--- src/rtl/logic_unit_pipe_if.sv ---
// Producer/consumer handshake bundle for logic_unit_pipe.
// ZERO/PARITY signals exist only when LOGIC_UNIT_FLAGS_EN is defined.
interface logic_unit_pipe_if #(
  parameter int unsigned WIDTH = 8
);
  logic [WIDTH-1:0] a;
  logic [WIDTH-1:0] b;
  logic [2:0]       op;
  logic             in_valid;
  logic             in_ready;
  logic [WIDTH-1:0] y;
  logic             out_valid;
  logic             out_ready;
`ifdef LOGIC_UNIT_FLAGS_EN
  logic             zero;
  logic             parity;
`endif

  // Environment side: drives operands and consumer ready.
  modport master (
    output a, b, op, in_valid, out_ready,
`ifdef LOGIC_UNIT_FLAGS_EN
    input  zero, parity,
`endif
    input  in_ready, y, out_valid
  );

  // Block side.
  modport slave (
    input  a, b, op, in_valid, out_ready,
`ifdef LOGIC_UNIT_FLAGS_EN
    output zero, parity,
`endif
    output in_ready, y, out_valid
  );
endinterface

--- src/rtl/logic_unit_pipe.sv ---
// Registered bitwise logic unit with a 2-entry skid buffer on the result path.
// Optional per-result ZERO/PARITY flags enabled by LOGIC_UNIT_FLAGS_EN.
module logic_unit_pipe #(
  parameter int unsigned WIDTH = 8
) (
  input  logic               CLK,
  input  logic               RST,
  logic_unit_pipe_if.slave   bus
);

`ifdef LOGIC_UNIT_FLAGS_EN
  localparam int unsigned FLAG_W  = 2;
`else
  localparam int unsigned FLAG_W  = 0;
`endif
  localparam int unsigned ENTRY_W = WIDTH + FLAG_W;

  logic [WIDTH-1:0]   res_c;
  logic [ENTRY_W-1:0] entry_c;
  logic [ENTRY_W-1:0] head_q, head_d;
  logic [ENTRY_W-1:0] tail_q, tail_d;
  logic [1:0]         count_q, count_d;
  logic               in_ready_q;
  logic               out_valid_q;
  logic               push_c;
  logic               pop_c;

  // Bitwise operation select
  always_comb begin
    res_c = '0;
    case (bus.op)
      3'd0: res_c = bus.a & bus.b;
      3'd1: res_c = bus.a | bus.b;
      3'd2: res_c = bus.a ^ bus.b;
      3'd3: res_c = ~(bus.a & bus.b);
      3'd4: res_c = ~(bus.a | bus.b);
      3'd5: res_c = ~(bus.a ^ bus.b);
      3'd6: res_c = ~bus.a;
      3'd7: res_c = bus.a;
      default: res_c = '0;
    endcase
  end

`ifdef LOGIC_UNIT_FLAGS_EN
  assign entry_c = {^res_c, (res_c == '0), res_c};
`else
  assign entry_c = res_c;
`endif

  assign push_c = bus.in_valid & in_ready_q;
  assign pop_c  = out_valid_q & bus.out_ready;

  // Buffer next state; head is cleared on drain so stale data never shows on y
  always_comb begin
    count_d = count_q;
    head_d  = head_q;
    tail_d  = tail_q;
    case (count_q)
      2'd0: begin
        if (push_c) begin
          head_d  = entry_c;
          count_d = 2'd1;
        end
      end
      2'd1: begin
        if (push_c && pop_c) begin
          head_d  = entry_c;
        end else if (push_c) begin
          tail_d  = entry_c;
          count_d = 2'd2;
        end else if (pop_c) begin
          head_d  = '0;
          count_d = 2'd0;
        end
      end
      2'd2: begin
        if (pop_c) begin
          head_d  = tail_q;
          count_d = 2'd1;
        end
      end
      default: begin
        head_d  = '0;
        count_d = 2'd0;
      end
    endcase
  end

  always_ff @(posedge CLK or posedge RST) begin
    if (RST) begin
      count_q     <= 2'd0;
      head_q      <= '0;
      tail_q      <= '0;
      in_ready_q  <= 1'b1;
      out_valid_q <= 1'b0;
    end else begin
      count_q     <= count_d;
      head_q      <= head_d;
      tail_q      <= tail_d;
      in_ready_q  <= (count_d != 2'd2);
      out_valid_q <= (count_d != 2'd0);
    end
  end

  assign bus.y         = head_q[WIDTH-1:0];
  assign bus.in_ready  = in_ready_q;
  assign bus.out_valid = out_valid_q;
`ifdef LOGIC_UNIT_FLAGS_EN
  assign bus.zero      = head_q[WIDTH];
  assign bus.parity    = head_q[WIDTH+1];
`endif

endmodule
--- src/flat_wrapper.sv ---
// flat-port wrapper written by rule: the top's interface ports become plain ports
module logic_unit_pipe_flat 
#(
  parameter int unsigned WIDTH = 8
)
  (CLK, RST, bus_a, bus_b, bus_op, bus_in_valid, bus_out_ready, bus_in_ready, bus_y, bus_out_valid);
  logic_unit_pipe_if #(.WIDTH(WIDTH)) bus_i ();
  input  logic CLK;
  input  logic RST;
  input wire logic [$bits(bus_i.a)-1:0] bus_a;
  input wire logic [$bits(bus_i.b)-1:0] bus_b;
  input wire logic [$bits(bus_i.op)-1:0] bus_op;
  input wire logic [$bits(bus_i.in_valid)-1:0] bus_in_valid;
  input wire logic [$bits(bus_i.out_ready)-1:0] bus_out_ready;
  output wire logic [$bits(bus_i.in_ready)-1:0] bus_in_ready;
  output wire logic [$bits(bus_i.y)-1:0] bus_y;
  output wire logic [$bits(bus_i.out_valid)-1:0] bus_out_valid;
  assign bus_i.a = bus_a;
  assign bus_i.b = bus_b;
  assign bus_i.op = bus_op;
  assign bus_i.in_valid = bus_in_valid;
  assign bus_i.out_ready = bus_out_ready;
  assign bus_in_ready = bus_i.in_ready;
  assign bus_y = bus_i.y;
  assign bus_out_valid = bus_i.out_valid;
  logic_unit_pipe #(.WIDTH(WIDTH)) u_core (.CLK(CLK), .RST(RST), .bus(bus_i));
endmodule
--- config.mk ---
export PLATFORM = sky130hd
export DESIGN_NAME = logic_unit_pipe_flat
export DESIGN_NICKNAME = d
export VERILOG_FILES = /design/src/rtl/logic_unit_pipe_if.sv /design/src/rtl/logic_unit_pipe.sv /design/src/flat_wrapper.sv
export SDC_FILE = /design/constraint.sdc
export NUM_CORES = 1
export LEC_CHECK = 0
export ABC_AREA = 1
export CELL_PAD_IN_SITES_DETAIL_PLACEMENT = 0
export CELL_PAD_IN_SITES_GLOBAL_PLACEMENT = 1
export CORE_ASPECT_RATIO = 1.25
export CORE_MARGIN = 10
export CORE_UTILIZATION = 41
export CTS_BUF_LIST = sky130_fd_sc_hd__clkbuf_8
export DETAILED_ROUTE_END_ITERATION = 16
export PLACE_DENSITY = 0.85
export SLEW_MARGIN = 20
export SYNTH_ARGS = -nofsm -noshare
export SYNTH_HDL_FRONTEND = slang
export SYNTH_SLANG_ARGS = --single-unit
--- constraint.sdc ---
create_clock -name CLK -period 4.2 [get_ports CLK]
set_clock_uncertainty 0.2 [all_clocks]
set_input_delay 0.84 -clock CLK [delete_from_list [all_inputs] [get_ports CLK]]
set_output_delay 0.84 -clock CLK [all_outputs]
set_load 0.05 [all_outputs]
==> metrics.md, run 1 <==
| Metric | Value |
|---|---|
| Status | `complete, no violations` |
| Classification of the worst setup path | `in2reg` |
| # resized after CTS | `0` |
| Max stage delay on crit path | `roughly 0.66 ns` |
| Minimum clock period | `2.855 ns` |
| Most common cell after layout, fill and taps aside | `nand2_1` |
| Syn. warnings | `0` |
| Initial drt markers | `69` |
| Width of the die | `80.52 um` |
| Cell Rows | `27` |
| Storage cell area | `501.7 sq um` |
| Min-Delay Path Class | `reg2reg` |
| DP Area | `0.002221 sq mm` |
| Detailed-route wire length per cell | `11.63 um` |
| Crit path capture type | `flip-flop` |
| Routed vias | `1,836` |
| Fill cells | `about 460` |
| Post-Syn Area | `0.001877 sq mm` |
| FF-to-FF setup slack | `2.31 ns` |
| Final #Nets | `373` |
| Clock Latency Late Sink | `0.25 ns` |
| CTS max path bufs | `2` |
| Share of cells above drive strength 1 | `0.04805` |
| GPL Wtd Cong | `0.8122` |
| Hold WS | `0.2807 ns` |
| Worst VDD drop | `about 120 uV` |
| TritonCTS clock tree | `yes` |
| Hold_buf cts | `0` |
| Worst EP required | `roughly 4.2 ns` |
| Largest net degree at the start of global routing | `21` |
| Power Total | `1025 uW` |
| Number of diodes | `0` |
| Commonest non-fill, non-tap cells in the layout | `nand2_1 (120), inv_1 (48), clkdlybuf4s50_1 (32)` |
| DRC viols | `0` |
| H-tree Lvls | `1` |
| Post-synthesis sequential area ratio | `0.2673` |
| RSZ-0062 raised after global routing | `no` |
| Drt via density | `4.696` |
| Total nets after synthesis | `341` |
| Final hold violations | `0` |
| Max_slew headroom | `0.5101` |
| Hpwl dp | `3.624 mm` |
| Setup violators final | `0` |
| Setup TNS | `0 ns` |
| Die area | `about 0.0077 sq mm` |
| Core Area | `about 0.0044 sq mm` |
| Tcrit/Tclk final | `0.6797` |
| I/O Pins | `33` |
| Max-Cap Viols | `0` |
| Cell family with most CP delay | `simple AND/OR/NAND/NOR gates` |
| PwrDens | `450.4 mW/mm^2` |
| CP Buf/Inv Count | `2` |
| GRT overflow | `0` |
| Drt pass-1 iters | `4` |
| Sink Count | `20` |
| Largest fanout on the critical path | `12` |
| Postcts setup bufs | `0` |
| Global-route wire length before repair | `7.748 mm` |
| CP most frequent cell | `nand2_1` |
| Root Buffer | `clkbuf_8` |
| Pleak | `between 0.001 and 0.0015 uW` |
| #FFs+latches synth | `20` |
| Reg clk slew, reported paths | `0.07 ns` |
| CTS Buf Count | `3` |
| Final Util | `0.5143` |
| Worst Setup Start Kind | `primary input` |
| Syn Inst Count | `302` |
| Avg Cell Area, Syn | `between 6 and 7 sq um` |
| Vias in the first global route | `1,719` |
| Antenna violation net count after detailed routing | `0` |
| Critical Path AT | `2.85 ns` |
| Worst-Margin Slew | `0.7340 ns` |
| Area of the multi-input gates | `around 0.0011 sq mm` |
| Cell Chain, Critical Path | `clkdlybuf4s50_1, buf_4, nor3_2, nand2_1, nand3_1, nand2_1, nand2_1, nand2_1, nand2_1` |
| Antenna violations before repair | `0` |
| Slew Limit Fails | `0` |
| Initial core utilization | `0.4241` |
| Cell variety after synth | `19` |
| Final Cell Area | `0.002276 sq mm` |
| Fmax | `0.3503 GHz` |
| Chip height | `95.65 um` |
| Worst path slowest cell | `clkdlybuf4s50_1` |
| Layout area overhead | `21.27%` |
| Port Buffer Count | `32` |
| Total track usage | `0.1195` |
| WL final | `4.546 mm` |
-- worst paths after layout --
path                                     start                end  depth (start not counted)
hold reg to reg                u_core.bus.y[6]    u_core.bus.y[6]                          2
setup / recovery                     bus_op[1]    u_core.bus.y[3]                          9
max in group asynchronous                  RST   u_core.tail_q[3]                          2
setup reg to reg           u_core.bus.in_ready    u_core.bus.y[7]                          8
min in group asynchronous                  RST  u_core.count_q[0]                          2
hold / removal                 u_core.bus.y[6]    u_core.bus.y[6]                          2
-- tightest hold or removal path, stage by stage, from the launching register on --
cell	delay, ns
dfrtp_1	0.35
nand2_1	0.05
nand2_1	0.05
-- routing by layer --
layer  global-route usage  up-vias  wire [um]
li1                     -     1004          -
met1               0.1556      794       2143
met2               0.1961       36       2138
met3              0.01601        2        238
met4              0.04118        0         26
met5                    0        -          0
-- report_power, final --
| group | leakage (uW) | switching, uW | total, uW | internal (uW) |
|---|---|---|---|---|
| registers | 0.000253 | 44.4 | 321 | 276 |
| logic | 0.00101 | 380 | 560 | 180 |
| clock network | 0.0000288 | 61.2 | 145 | 83.3 |
-- stage by stage --
stage                     cells  setup slack [ns]
after global placement      387            0.9992
after detailed placement    387             1.078
after global routing        391             1.159
final                       391             1.345
after floorplan             302             2.233
after CTS                   391             1.341
-- kinds of logic after synthesis --
logic type,share of synthesized area
simple gates,0.4753
buf+inv,0.1400
compound gates,0.01066
flops,0.2673
fa+ha+maj,0.1067
-- registers in the layout, indices dropped and copies added (netlist names) --
register              count
u_core.bus.out_valid      1
u_core.count_q            2
u_core.tail_q             8
u_core.bus.y              8
u_core.bus.in_ready       1
-- cell type report --
cell class / instances / share of cell area
clock buffers: 4 / 0.02419
inverters: 51 / 0.08411
multi-input cells: 223 / 0.4887
flip-flops and latches: 20 / 0.2205
well taps: 58 / 0.03189
repair buffers: 35 / 0.1506
-- Yosys cell counts, drive strengths merged --
library cell,n,area [sq um]
nand2,120,450.4
inv,51,191.4
nor2,31,133.9
nand3,27,147.6
nand4,24,150.1
dfrtp,19,475.5
ha,16,200.2
buf,8,71.31
o21ai,3,15.01
a21oi,1,5.000
dfstp,1,26.28
nor3,1,10.01
Power figures use the tool's default switching activity.
==> run 2, diff against run 1 <==
CORE_UTILIZATION = 38   (was 41)
PLACE_DENSITY = 0.8   (was 0.85)
clock period = 3 ns   (was 4.2 ns; I/O delays follow)
==> run 2 against run 1 <==
Net effect:
- critical path depth increased by 1
- register-to-register slack got worse by 1.0 ns
- first-iteration DRC count increased by 32%
- total power increased by 42%
- clock power increased by 38%
- sequential share of layout area decreased by 0.38 points
- highest routed layer unchanged
==> metrics.md, run 2 (synthesized netlist as in run 1, its figures left out) <==
| Metric | Value |
|---|---|
| Worst EP required | `2.95 ns (-1.25 ns)` |
| Cell Chain, Critical Path | `clkdlybuf4s50_1, inv_2, nand4_1, nand2_1, nor2_1, nand3_1, nand2_1, nand2_1, nand2_1, nand2_1` |
| Crit path capture type | `flip-flop` |
| Cell family with most CP delay | `buffers and inverters` |
| Setup WS pre-CTS | `0.3367 ns (-0.7411 ns)` |
| Setup TNS | `0 ns (unchanged)` |
| Max_slew headroom | `0.4923 (-0.01786)` |
| Commonest non-fill, non-tap cells in the layout | `nand2_1 (120), inv_1 (48), clkdlybuf4s50_1 (32)` |
| Hold_buf cts | `0 (unchanged)` |
| CP Buf/Inv Count | `2 (unchanged)` |
| RSZ-0062 raised after global routing | `no` |
| CTS max path bufs | `2 (unchanged)` |
| PwrDens | `629.9 mW/mm^2 (+40%)` |
| Initial drt markers | `91 (+32%)` |
| Largest net degree at the start of global routing | `21 (unchanged)` |
| TritonCTS clock tree | `yes` |
| Fmax | `0.4145 GHz` |
| Sink Count | `20 (unchanged)` |
| Status | `complete, no violations` |
| Final Cell Area | `0.002316 sq mm (+1.8%)` |
| Slew Limit Fails | `0 (unchanged)` |
| CP most frequent cell | `nand2_1` |
| Core Area | `0.004765 sq mm (+7.7%)` |
| Pleak | `0.001316 uW (+1.9%)` |
| Largest fanout on the critical path | `17 (+5)` |
| WL final | `4.812 mm (+5.9%)` |
| Number of diodes | `0 (unchanged)` |
| Final hold violations | `0 (unchanged)` |
| Width of the die | `82.86 um (+2.9%)` |
| Vias in the first global route | `1,803 (+4.9%)` |
| Postcts setup bufs | `0 (unchanged)` |
| I/O Pins | `33 (unchanged)` |
| Worst path slowest cell | `clkdlybuf4s50_1` |
| Min-Delay Path Class | `reg2reg` |
| Final #Nets | `378 (+1.3%)` |
| Hold WS | `0.2827 ns (+0.002038 ns)` |
| Port Buffer Count | `32 (unchanged)` |
| Worst setup margin | `0.5874 ns (-0.7579 ns)` |
| Root Buffer | `clkbuf_8` |
| Routed vias | `1,890 (+2.9%)` |
| Detailed-route wire length per cell | `12.09 um (+4.0%)` |
| Critical Path AT | `2.36 ns (-0.49 ns)` |
| Drt via density | `4.749 (+1.1%)` |
| Initial core utilization | `0.3939 (-0.03018)` |
| Cell Rows | `28 (+3.7%)` |
| Clock Latency Late Sink | `0.25 ns (about the same)` |
| # resized after CTS | `0 (unchanged)` |
| Antenna violations before repair | `0 (unchanged)` |
| H-tree Lvls | `1 (unchanged)` |
| CTS Buf Count | `3 (unchanged)` |
| GPL Wtd Cong | `0.8316 (+2.4%)` |
| Reg clk slew, reported paths | `0.07 ns (about the same)` |
| GRT overflow | `0 (unchanged)` |
| Worst Setup Start Kind | `primary input` |
| Tcrit/Tclk final | `0.8042` |
| DP Area | `0.002261 sq mm (+1.8%)` |
| Global-route wire length before repair | `8.473 mm (+9.4%)` |
| Share of cells above drive strength 1 | `0.06213 (+0.01408)` |
| Max stage delay on crit path | `0.80 ns (+0.14 ns)` |
| Minimum clock period | `approximately 2.4 ns` |
| Die area | `0.008168 sq mm (+6.1%)` |
| Hpwl dp | `3.822 mm (+5.5%)` |
| Chip height | `98.58 um (+3.1%)` |
| Setup violators final | `0 (unchanged)` |
| DRC viols | `0 (unchanged)` |
| Classification of the worst setup path | `in2reg` |
| Total track usage | `0.1172 (-0.002299)` |
| Drt pass-1 iters | `4 (unchanged)` |
| Worst VDD drop | `227.7 uV (+82%)` |
| Layout area overhead | `23.40%` |
| Antenna violation net count after detailed routing | `0 (unchanged)` |
| Worst-Margin Slew | `0.7607 ns (+0.02676 ns)` |
| Most common cell after layout, fill and taps aside | `nand2_1` |
| Max-Cap Viols | `0 (unchanged)` |
-- run 2: cell count changes in the layout (fill, tap and decap cells not counted) --
cell,delta
buf_4,+5
-- run 2: worst register-to-register path, delay by kind of cell (launching register included) --
kind / cells / cell delay [ns]
simple gates: 6 / 0.70
flops: 1 / 0.42
buf+inv: 2 / 0.28
-- run 2: per-stage QoR --
| step | total power, uW | util | instances |
|---|---|---|---|
| after CTS | 1480 | 0.4861 | 398 |
| after floorplan | 1001 | - | 302 |
| final | 1459 | 0.4861 | 398 |
| after global routing | 1600 | 0.4861 | 398 |
| after detailed placement | 1276 | 0.4745 | 394 |
| after global placement | 1267 | 0.4745 | 394 |
-- run 2: metal layers --
layer | GRT usage | part of all wire | vias to the layer above
met1 | 0.1463 | 0.48 | 832
met4 | 0.03150 | 0.0085 | 0
met2 | 0.2060 | 0.48 | 35
li1 | - | - | 1021
met5 | 0 | 0 | -
met3 | 0.01400 | 0.031 | 2
-- run 2: cell type report --
cell class,count,area [sq um]
Timing Repair Buffer,40,380.4
Inverter,51,191.4
Tap cell,60,75.07
Fill cell,523,2449
Sequential cell,20,501.7
Clock buffer,4,55.05
Multi-Input combinational cell,223,1112
-- run 2: path summary, 6_finish.rpt --
kind	from	endpoint	slack, ns	cells past startpoint
worst min-delay path	u_core.tail_q[6]	u_core.tail_q[6]	0.28	2
worst min register to register	u_core.tail_q[6]	u_core.tail_q[6]	0.28	2
max in group asynchronous	RST	u_core.tail_q[4]	1.54	2
worst max register to register	u_core.count_q[1]	u_core.bus.y[2]	1.27	8
worst max-delay path	bus_op[2]	u_core.bus.y[6]	0.59	10
min in group asynchronous	RST	u_core.count_q[0]	0.58	2
-- run 2: power breakdown --
part / internal, uW / total [uW] / switching [uW]
combinational: 267 / 807 / 540
clock: 116 / 200 / 83.4
sequential: 387 / 452 / 65.0
